<file path="config.mk">
export PLATFORM = sky130hd
export DESIGN_NAME = pi_loop_sequencer
export DESIGN_NICKNAME = d
export VERILOG_FILES = /design/src/rtl/pi_loop_sequencer.sv
export SDC_FILE = /design/constraint.sdc
export NUM_CORES = 1
export LEC_CHECK = 0
export BUFFER_PORTS_ARGS = -buffer_cell sky130_fd_sc_hd__buf_2
export CORE_MARGIN = 2
export CORE_UTILIZATION = 35
export DETAILED_ROUTE_END_ITERATION = 7
export PLACE_DENSITY = 0.59
export REMOVE_ABC_BUFFERS = 1
export SYNTH_ARGS = -nofsm -noshare
export SYNTH_HDL_FRONTEND = slang
export SYNTH_SLANG_ARGS = --single-unit
</file>
<file path="constraint.sdc">
create_clock -name i_clk_50mhz -period 4.8 [get_ports i_clk_50mhz]
set_clock_uncertainty 0.15 [all_clocks]
set_input_delay 0.24 -clock i_clk_50mhz [delete_from_list [all_inputs] [get_ports i_clk_50mhz]]
set_output_delay 0.24 -clock i_clk_50mhz [all_outputs]
set_load 0.02 [all_outputs]
</file>
<file path="src/rtl/pi_loop_sequencer.sv">
`timescale 1ns/1ps
`default_nettype none
// +----------------------------------------------------------------------------+
// | pi_loop_sequencer: loop tick, setpoint ramp/trim, PI hold and OVP latch.    |
// | Revision: 1.0                                                              |
// +----------------------------------------------------------------------------+
module pi_loop_sequencer #(
  parameter int TICK_DIV  = 100,
  parameter int VO_TARGET = 3430,
  parameter int VO_MIN    = 2000,
  parameter int VO_MAX    = 4000,
  parameter int VO_STEP   = 5,
  parameter int RAMP_STEP = 2,
  parameter int OVP_LIMIT = 4050,
  parameter int OVP_COUNT = 4
) (
  input  logic               i_clk_50mhz,
  input  logic               i_rstn,
  input  logic               i_start,
  input  logic               i_stop,
  input  logic               i_key_add,
  input  logic               i_key_sub,
  input  logic               i_fault_clr,
  input  logic signed [12:0] i_vo,
  input  logic               i_vo_valid,
  output logic               o_loop_tick,
  output logic signed [12:0] o_vo_goal,
  output logic               o_pi_rst,
  output logic               o_drive_en,
  output logic               o_fault,
  output logic [1:0]         o_state
);

  localparam int c_tick_w = (TICK_DIV > 1) ? $clog2(TICK_DIV) : 1;
  localparam int c_cnt_w  = $clog2(OVP_COUNT + 1);

  localparam logic [c_tick_w-1:0] c_tick_last = c_tick_w'(TICK_DIV - 1);
  localparam logic [c_cnt_w-1:0]  c_ovp_full  = c_cnt_w'(OVP_COUNT);

  localparam logic signed [12:0] c_vo_target = 13'(VO_TARGET);
  localparam logic signed [12:0] c_ovp_limit = 13'(OVP_LIMIT);
  localparam logic signed [13:0] c_vo_min    = 14'(VO_MIN);
  localparam logic signed [13:0] c_vo_max    = 14'(VO_MAX);
  localparam logic signed [13:0] c_vo_step   = 14'(VO_STEP);
  localparam logic signed [13:0] c_ramp_step = 14'(RAMP_STEP);

  typedef enum logic [1:0] {
    ST_IDLE      = 2'd0,
    ST_SOFTSTART = 2'd1,
    ST_REGULATE  = 2'd2,
    ST_FAULT     = 2'd3
  } state_t;

  state_t                r_state;
  state_t                w_state_next;
  logic [c_tick_w-1:0]   r_tick_cnt;
  logic                  w_tick;
  logic signed [12:0]    r_vo_q;
  logic signed [12:0]    r_user_goal;
  logic signed [12:0]    r_vo_goal;
  logic signed [12:0]    w_user_goal_next;
  logic signed [12:0]    w_vo_goal_next;
  logic                  r_add_prev;
  logic                  r_sub_prev;
  logic                  w_add_edge;
  logic                  w_sub_edge;
  logic [c_cnt_w-1:0]    r_ovp_cnt;
  logic [c_cnt_w-1:0]    w_ovp_cnt_next;
  logic                  w_active;
  logic                  w_ovp_trip;
  logic signed [13:0]    w_user_ext;
  logic signed [13:0]    w_goal_ext;
  logic signed [13:0]    w_user_sum;
  logic signed [13:0]    w_ramp_sum;

  assign w_tick     = (r_tick_cnt == c_tick_last);
  assign w_add_edge = i_key_add & ~r_add_prev;
  assign w_sub_edge = i_key_sub & ~r_sub_prev;
  assign w_active   = (r_state == ST_SOFTSTART) || (r_state == ST_REGULATE);
  assign w_user_ext = {r_user_goal[12], r_user_goal};
  assign w_goal_ext = {r_vo_goal[12], r_vo_goal};
  assign w_ramp_sum = w_goal_ext + c_ramp_step;

  // Sums are one bit wider than the setpoint so the clamp sees the true value.
  always_comb begin
    w_user_sum = w_user_ext;
    if (w_add_edge && !w_sub_edge) begin
      w_user_sum = w_user_ext + c_vo_step;
    end else if (w_sub_edge && !w_add_edge) begin
      w_user_sum = w_user_ext - c_vo_step;
    end
    if (w_user_sum > c_vo_max) begin
      w_user_goal_next = c_vo_max[12:0];
    end else if (w_user_sum < c_vo_min) begin
      w_user_goal_next = c_vo_min[12:0];
    end else begin
      w_user_goal_next = w_user_sum[12:0];
    end
  end

  always_comb begin
    w_ovp_cnt_next = r_ovp_cnt;
    if (!w_active) begin
      w_ovp_cnt_next = '0;
    end else if (w_tick) begin
      if (r_vo_q > c_ovp_limit) begin
        if (r_ovp_cnt != c_ovp_full) begin
          w_ovp_cnt_next = r_ovp_cnt + 1'b1;
        end
      end else begin
        w_ovp_cnt_next = '0;
      end
    end
  end

  // Trip is decided on the tick itself so it outranks a concurrent stop.
  assign w_ovp_trip = w_active && w_tick && (w_ovp_cnt_next == c_ovp_full);

  always_comb begin
    w_state_next   = r_state;
    w_vo_goal_next = r_vo_goal;
    case (r_state)
      ST_IDLE: begin
        if (i_start && !i_stop) begin
          w_state_next = ST_SOFTSTART;
        end
      end
      ST_SOFTSTART: begin
        if (w_ovp_trip) begin
          w_state_next = ST_FAULT;
        end else if (i_stop) begin
          w_state_next = ST_IDLE;
        end else if (r_user_goal <= r_vo_goal) begin
          w_vo_goal_next = r_user_goal;
          w_state_next   = ST_REGULATE;
        end else if (w_tick) begin
          w_vo_goal_next = (w_ramp_sum > w_user_ext) ? r_user_goal : w_ramp_sum[12:0];
        end
      end
      ST_REGULATE: begin
        if (w_ovp_trip) begin
          w_state_next = ST_FAULT;
        end else if (i_stop) begin
          w_state_next = ST_IDLE;
        end else begin
          w_vo_goal_next = r_user_goal;
        end
      end
      ST_FAULT: begin
        if (i_fault_clr) begin
          w_state_next = ST_IDLE;
        end
      end
      default: begin
        w_state_next = ST_IDLE;
      end
    endcase
    if ((w_state_next == ST_IDLE) || (w_state_next == ST_FAULT)) begin
      w_vo_goal_next = '0;
    end
  end

  always_ff @(posedge i_clk_50mhz) begin
    if (!i_rstn) begin
      r_state     <= ST_IDLE;
      r_tick_cnt  <= '0;
      r_vo_q      <= '0;
      r_user_goal <= c_vo_target;
      r_vo_goal   <= '0;
      r_add_prev  <= 1'b0;
      r_sub_prev  <= 1'b0;
      r_ovp_cnt   <= '0;
    end else begin
      r_state     <= w_state_next;
      r_tick_cnt  <= w_tick ? '0 : r_tick_cnt + 1'b1;
      if (i_vo_valid) begin
        r_vo_q <= i_vo;
      end
      r_user_goal <= w_user_goal_next;
      r_vo_goal   <= w_vo_goal_next;
      r_add_prev  <= i_key_add;
      r_sub_prev  <= i_key_sub;
      r_ovp_cnt   <= w_ovp_cnt_next;
    end
  end

  assign o_loop_tick = w_tick;
  assign o_vo_goal   = r_vo_goal;
  assign o_pi_rst    = (r_state == ST_IDLE) || (r_state == ST_FAULT);
  assign o_drive_en  = (r_state == ST_SOFTSTART) || (r_state == ST_REGULATE);
  assign o_fault     = (r_state == ST_FAULT);
  assign o_state     = r_state;

endmodule
`default_nettype wire
</file>
# Word level (Yosys, flattened, before mapping)

Cells that the tools add are included.

Bitwise operators: 5
Reduce and logical (&&, ||, !) cells: 19
Order comparisons: 5
Add/sub/neg operators: 5
Muxes and demuxes: 24
Equality and inequality tests: 12

Operators with widths:

| cell                                                                              | count |
|---|---|
| 13-bit 2-to-1 mux                                                                 | 7 |
| 14-bit 2-to-1 mux                                                                 | 2 |
| 13-bit one-hot mux with 2 select lines                                            | 1 |
| 13-bit by 3-bit adder with 14-bit output, second input constant                   | 1 |
| 13-bit by 4-bit adder with 14-bit output, second input constant                   | 1 |
| 14-bit by 13-bit greater-than comparator with 1-bit output                        | 1 |
| 14-bit by 13-bit greater-than comparator with 1-bit output, second input constant | 1 |
| 14-bit by 12-bit less-than comparator with 1-bit output, second input constant    | 1 |
| 2-bit 2-to-1 mux                                                                  | 7 |
| 13-bit by 4-bit subtractor with 14-bit output, second input constant              | 1 |
| 13-bit greater-than comparator, second input constant                             | 1 |
| 13-bit <= comparator                                                              | 1 |
| 12-bit 2-to-1 mux                                                                 | 1 |
| 3-bit 2-to-1 mux                                                                  | 4 |
| 10-bit 2-to-1 mux                                                                 | 1 |
| 2-bit inequality test, second input constant                                      | 4 |
| 2-bit one-hot mux with 4 select lines                                             | 1 |
| 7-bit by 1-bit adder with 7-bit output, second input constant                     | 1 |
| 7-bit equality test, second input constant                                        | 1 |
| 2-bit equality test, second input constant                                        | 3 |
| 6-bit AND reduction                                                               | 1 |
| 2-bit OR reduction                                                                | 3 |
| 1-bit logical AND                                                                 | 5 |
| 2-bit logical NOT                                                                 | 2 |
| other kinds (11)                                                                  | 18 |

Bits of input ports: 21
Output and inout port bits: 19
Bits in registers: 53

# Depth between registers and ports, before layout

Word-level depth: 12
Gate-level depth with buffers: 18
Gate-level depth less buffers: 15

# Least setup slack after synthesis

OpenSTA, ideal clock, no wires.

Path kind: register to register
Start point: reg r_vo_goal[2], in the netlist o_vo_goal[2]
End point: reg r_vo_goal[4], in the netlist o_vo_goal[4]
Library setup time: 0.086 ns
Period minus slack after synthesis: 3.978 ns
Arrival time: 3.743 ns
Stages on the path, launching flop included: 19
Path slack: 0.822 ns
Path through: dfxtp_1 ha_1 and3_1 clkbuf_1 nand2_1 nor2_1 nand3_1 xnor2_1 ha_1 nand3_1 or3_1 a211oi_1 a2111o_1 a21oi_2 buf_2 buf_2 nor4b_1 o21ai_0 a211oi_1

Cells in the longest elaborated chain, start to end: 8
Elaborated cells between the ends (all ways): 19
Those cells by class: add/sub (1); order compare (2); eq/ne (2); mux (10); reduce/logical (4)

Ends and longest elaborated chain:

| what                                                                                                  | RTL line | text |
|---|---|---|
| start, declared                                                                                       | 60       | `logic signed [12:0] r_vo_goal;` |
| start signal, assigned                                                                                | 180      | `r_vo_goal <= w_vo_goal_next;` |
| 13-bit by 3-bit adder with 14-bit output / 13-bit <= comparator (equally long branches)               | 82, 133  |  |
| 14-bit by 13-bit greater-than comparator with 1-bit output / 2-bit 2-to-1 mux (equally long branches) | 137, 133 |  |
| 13-bit 2-to-1 mux / 2-bit 2-to-1 mux (equally long branches)                                          | 137, 131 |  |
| 13-bit 2-to-1 mux / 2-bit 2-to-1 mux (equally long branches)                                          | 136, 129 |  |
| 13-bit 2-to-1 mux / 2-bit one-hot mux with 4 select lines (equally long branches)                     | 133, 122 |  |
| 13-bit 2-to-1 mux, or another cell as far along                                                       | 131      | `end else if (i_stop) begin` |
| 13-bit 2-to-1 mux / 1-bit logical OR (equally long branches)                                          | 129, 158 |  |
| 13-bit one-hot mux with 2 select lines / 2-bit OR reduction (equally long branches)                   | n/a      |  |

Several ways; a longest one is shown, not always the timed one. The select of a mux whose other input is x is not followed.
A chain may end at the register's enable or synchronous reset.

# Worst setup path after layout

Start point: reg r_vo_goal[2], in the netlist o_vo_goal[2]
End point: reg r_vo_goal[1], in the netlist o_vo_goal[1]

The elaborated chain is that of the path after synthesis.

==> impl_results.md <==
- Top fanout value on the critical path: 10
- Setup bufs post-CTS: 0
- Die height: 110 µm
- Part of the power in registers: 0.507
- Clock group share of total power: 0.281
- Port buffer count: 39
- Sequential cell area fraction in the yosys report: 0.269
- Hold/Removal Path Class: in2reg
- Post-CTS sizing: 0
- Required @ worst endpoint: 4.87 ns
- Vias in the first global route: 3525
- Area of the core: 10900 µm²
- Drt pass-1 iters: 4
- Synth-to-Final Area Change: 10.6%
- Vias per cell: 5.46
- Max Slew Vio Count: 0
- CTS max path bufs: 2
- Synth Area per Inst: 8.20 µm²
- Met1 Routed Length: 4.79 mm
- DR iter-0 viols: 200
- Critical path data arrival time: 4.42 ns
- CTS root buf: clkbuf_8
- Design Power: 958 µW
- Status: finished, final reports clean
- Worst Setup End Kind: flop
- Top area cells in the synthesized netlist: dfxtp_1 (27%), ha_1 (12%), xnor2_1 (5.1%)
- Top sig layer: met4
- Logic gate share of total power: 0.212
- Kind of start point of the critical path: flop
- First-pass GRT wire length: 16.6 mm
- Insertion delay to the later sink of the worst-skew pair: 0.33 ns
- Drt wl/cell: 15.3 µm
- Maximum number of pins on one net before global-route repair: 31
- Starting density of the core: 0.362
- # IOs: 40
- Site Rows: 38
- Post-synthesis cell count: 480
- Num CTS Buffers: 5
- Reg clk slew, reported paths: 0.11 ns
- Netlist cell types: 75
- Period minus WS final: 4.34 ns
- Net Sw Power: 311 µW
- Antenna viol nets, final: 0
- Leak: 1.76 nW
- Nets: 571
- Max Freq: 0.230 GHz
- Die width: 110 µm
- Final hold vios: 0
- Crit path kind: reg2reg
- Synth top area share: 0.269
- Fill cells: 1125
- Asr flop ratio synth: 0
- Initial antenna violation count: 0
- Fin Setup TNS: 0 ns
- H-tree levels: 2
- DRC: 0
- Die Area: 12100 µm²
- Worst Hold Margin: 0.00686 ns
- Met3 wire length: 371 µm
- Worst VDD drop: 0.128 mV
- Vias after detailed routing: 3571
- Placer congestion estimate: 0.913
- RSZ-0062 raised after global routing: no
- Aggregate global routing overflow: 0
- Yosys reg bits: 53
- Ant. Diodes: 0
- Slew margin rel.: 0.345
- Slew @ Worst Pin: 0.981 ns
- Post-Syn Area: 3940 µm²
- Post-synth EDFFs: 0
- Final setup fails: 0
- Layout cells sized above 1: 0.154
- Dpl hpwl: 7.60 mm
- Routed wire length: 10.0 mm
- Total GRT Usage: 0.174
- Yosys top cell by area: dfxtp_1
- Met2 routed WL: 4.63 mm
- Pwr/cell area: 220 nW/µm²
- Pint: 647 µW
- CTS tree: yes
- Final core utilization: 0.400
- Switch share: 0.324
- Clock Sink Count: 53
- YS warnings: 0
- Max-capacitance violation count: 0
- Top FF cell, synth: dfxtp_1
- Tcrit/Tclk final: 0.905
## cell usage in the layout, fill, tap and decap left out, types with 11 or more instances in the layout
| cell type | n |
|---|---|
| dfxtp_1 | 53 |
| nor4_1 | 12 |
| o21ai_0 | 20 |
| buf_2 | 39 |
| nor2_1 | 43 |
| a211oi_1 | 13 |
| xnor2_1 | 23 |
| ha_1 | 37 |
| a21oi_1 | 20 |
| nor3_1 | 11 |
| nand2_1 | 37 |
| nand3_1 | 22 |
| inv_1 | 34 |
| mux2i_1 | 15 |
## cells in the mapped netlist, types with 4 or more instances
cell type   n
ha_1       37
or4_1       6
mux2i_1    15
nand4_1     8
nor4_1     12
o21ai_0    20
nor3_1     11
a211oi_1   13
and3_1      6
dfxtp_1    53
nand3_1    22
or3_1       4
a21oi_1    20
clkbuf_1   10
inv_1      34
o211ai_1    8
xor2_1      4
nand2_1    37
buf_2       6
xnor2_1    23
o31a_1      8
nor2_1     43
## routing by layer
metal  GRT usage  vias up
met3      0.0235       16
met4      0.0678        0
met1       0.230     1668
met2       0.285       74
li1            -     1813
met5           0        -
## cell families after synthesis
logic type | synth area share
AND/OR/NAND/NOR | 0.247
AO/OA/AOI/OAI | 0.200
buffers and inverters | 0.0601
flip-flops | 0.269
adder cells (fa/ha/maj) | 0.118
XOR/XNOR | 0.0642
multiplexers | 0.0410
other | 0.000952
## sequential cells by signal, indices dropped and copies added, names as in the netlist
name         flops
r_vo_q          13
o_state          2
o_vo_goal       13
r_tick_cnt       7
r_user_goal     13
r_add_prev       1
r_sub_prev       1
r_ovp_cnt        3
## worst max-delay path, stage by stage (launching register included)
cell and delay [ns]:
dfxtp_1 0.42, ha_1 0.25, and3_1 0.28, nand2_1 0.11, nor2_1 0.27, nand3_1 0.14
xnor2_1 0.15, ha_1 0.31, nand3_1 0.09, or3_1 0.42, a211oi_1 0.32, o31ai_1 0.12
a21oi_2 0.40, nor3_4 0.15, or3_1 0.40, a311oi_1 0.25
## power groups by stage
stage,logic (mW),clock network (mW),registers (mW)
after CTS,0.203,0.283,0.486
after global routing,0.228,0.298,0.490
after global placement,0.195,0,0.495
final,0.203,0.269,0.486
after floorplan,0.144,0,0.488
after detailed placement,0.200,0,0.496
## final timing paths
check / start / end / slack, ns / cells past startpoint
max reg2reg: o_vo_goal[2]$_SDFFE_PP0P_ / o_vo_goal[1]$_SDFFE_PP0P_ / 0.46 / 15
min reg2reg: r_tick_cnt[0]$_SDFF_PP0_ / r_tick_cnt[0]$_SDFF_PP0_ / 0.30 / 1
min: i_vo[10] / r_vo_q[10]$_SDFFE_PN0P_ / 0.007 / 3
max: o_vo_goal[2]$_SDFFE_PP0P_ / o_vo_goal[1]$_SDFFE_PP0P_ / 0.46 / 15
## what timing repair did
item,in CTS,in global routing
hold buffers,3,0
endpoints found under the setup margin,0,0
endpoints found under the hold margin,3,0
## cell type report
cell class	instances	area, µm²	area share
clock buffer	5	68.8	0.0158
clock inverter	3	21.3	0.00488
inverter	36	135	0.0310
multi-input combinational	371	2640	0.606
sequential	53	1060	0.244
tap	140	175	0.0402
timing repair buffer	46	255	0.0586
## per-stage QoR
step	std cells	setup slack [ns]	cell area, µm²
2_1_floorplan	460	0.598	3840
3_3_place_gp	643	0.728	4240
3_5_place_dp	643	0.569	4240
4_1_cts	654	0.532	4360
5_1_grt	654	0.182	4360
6_report	654	0.456	4360
(Power assumes the default switching activity.)
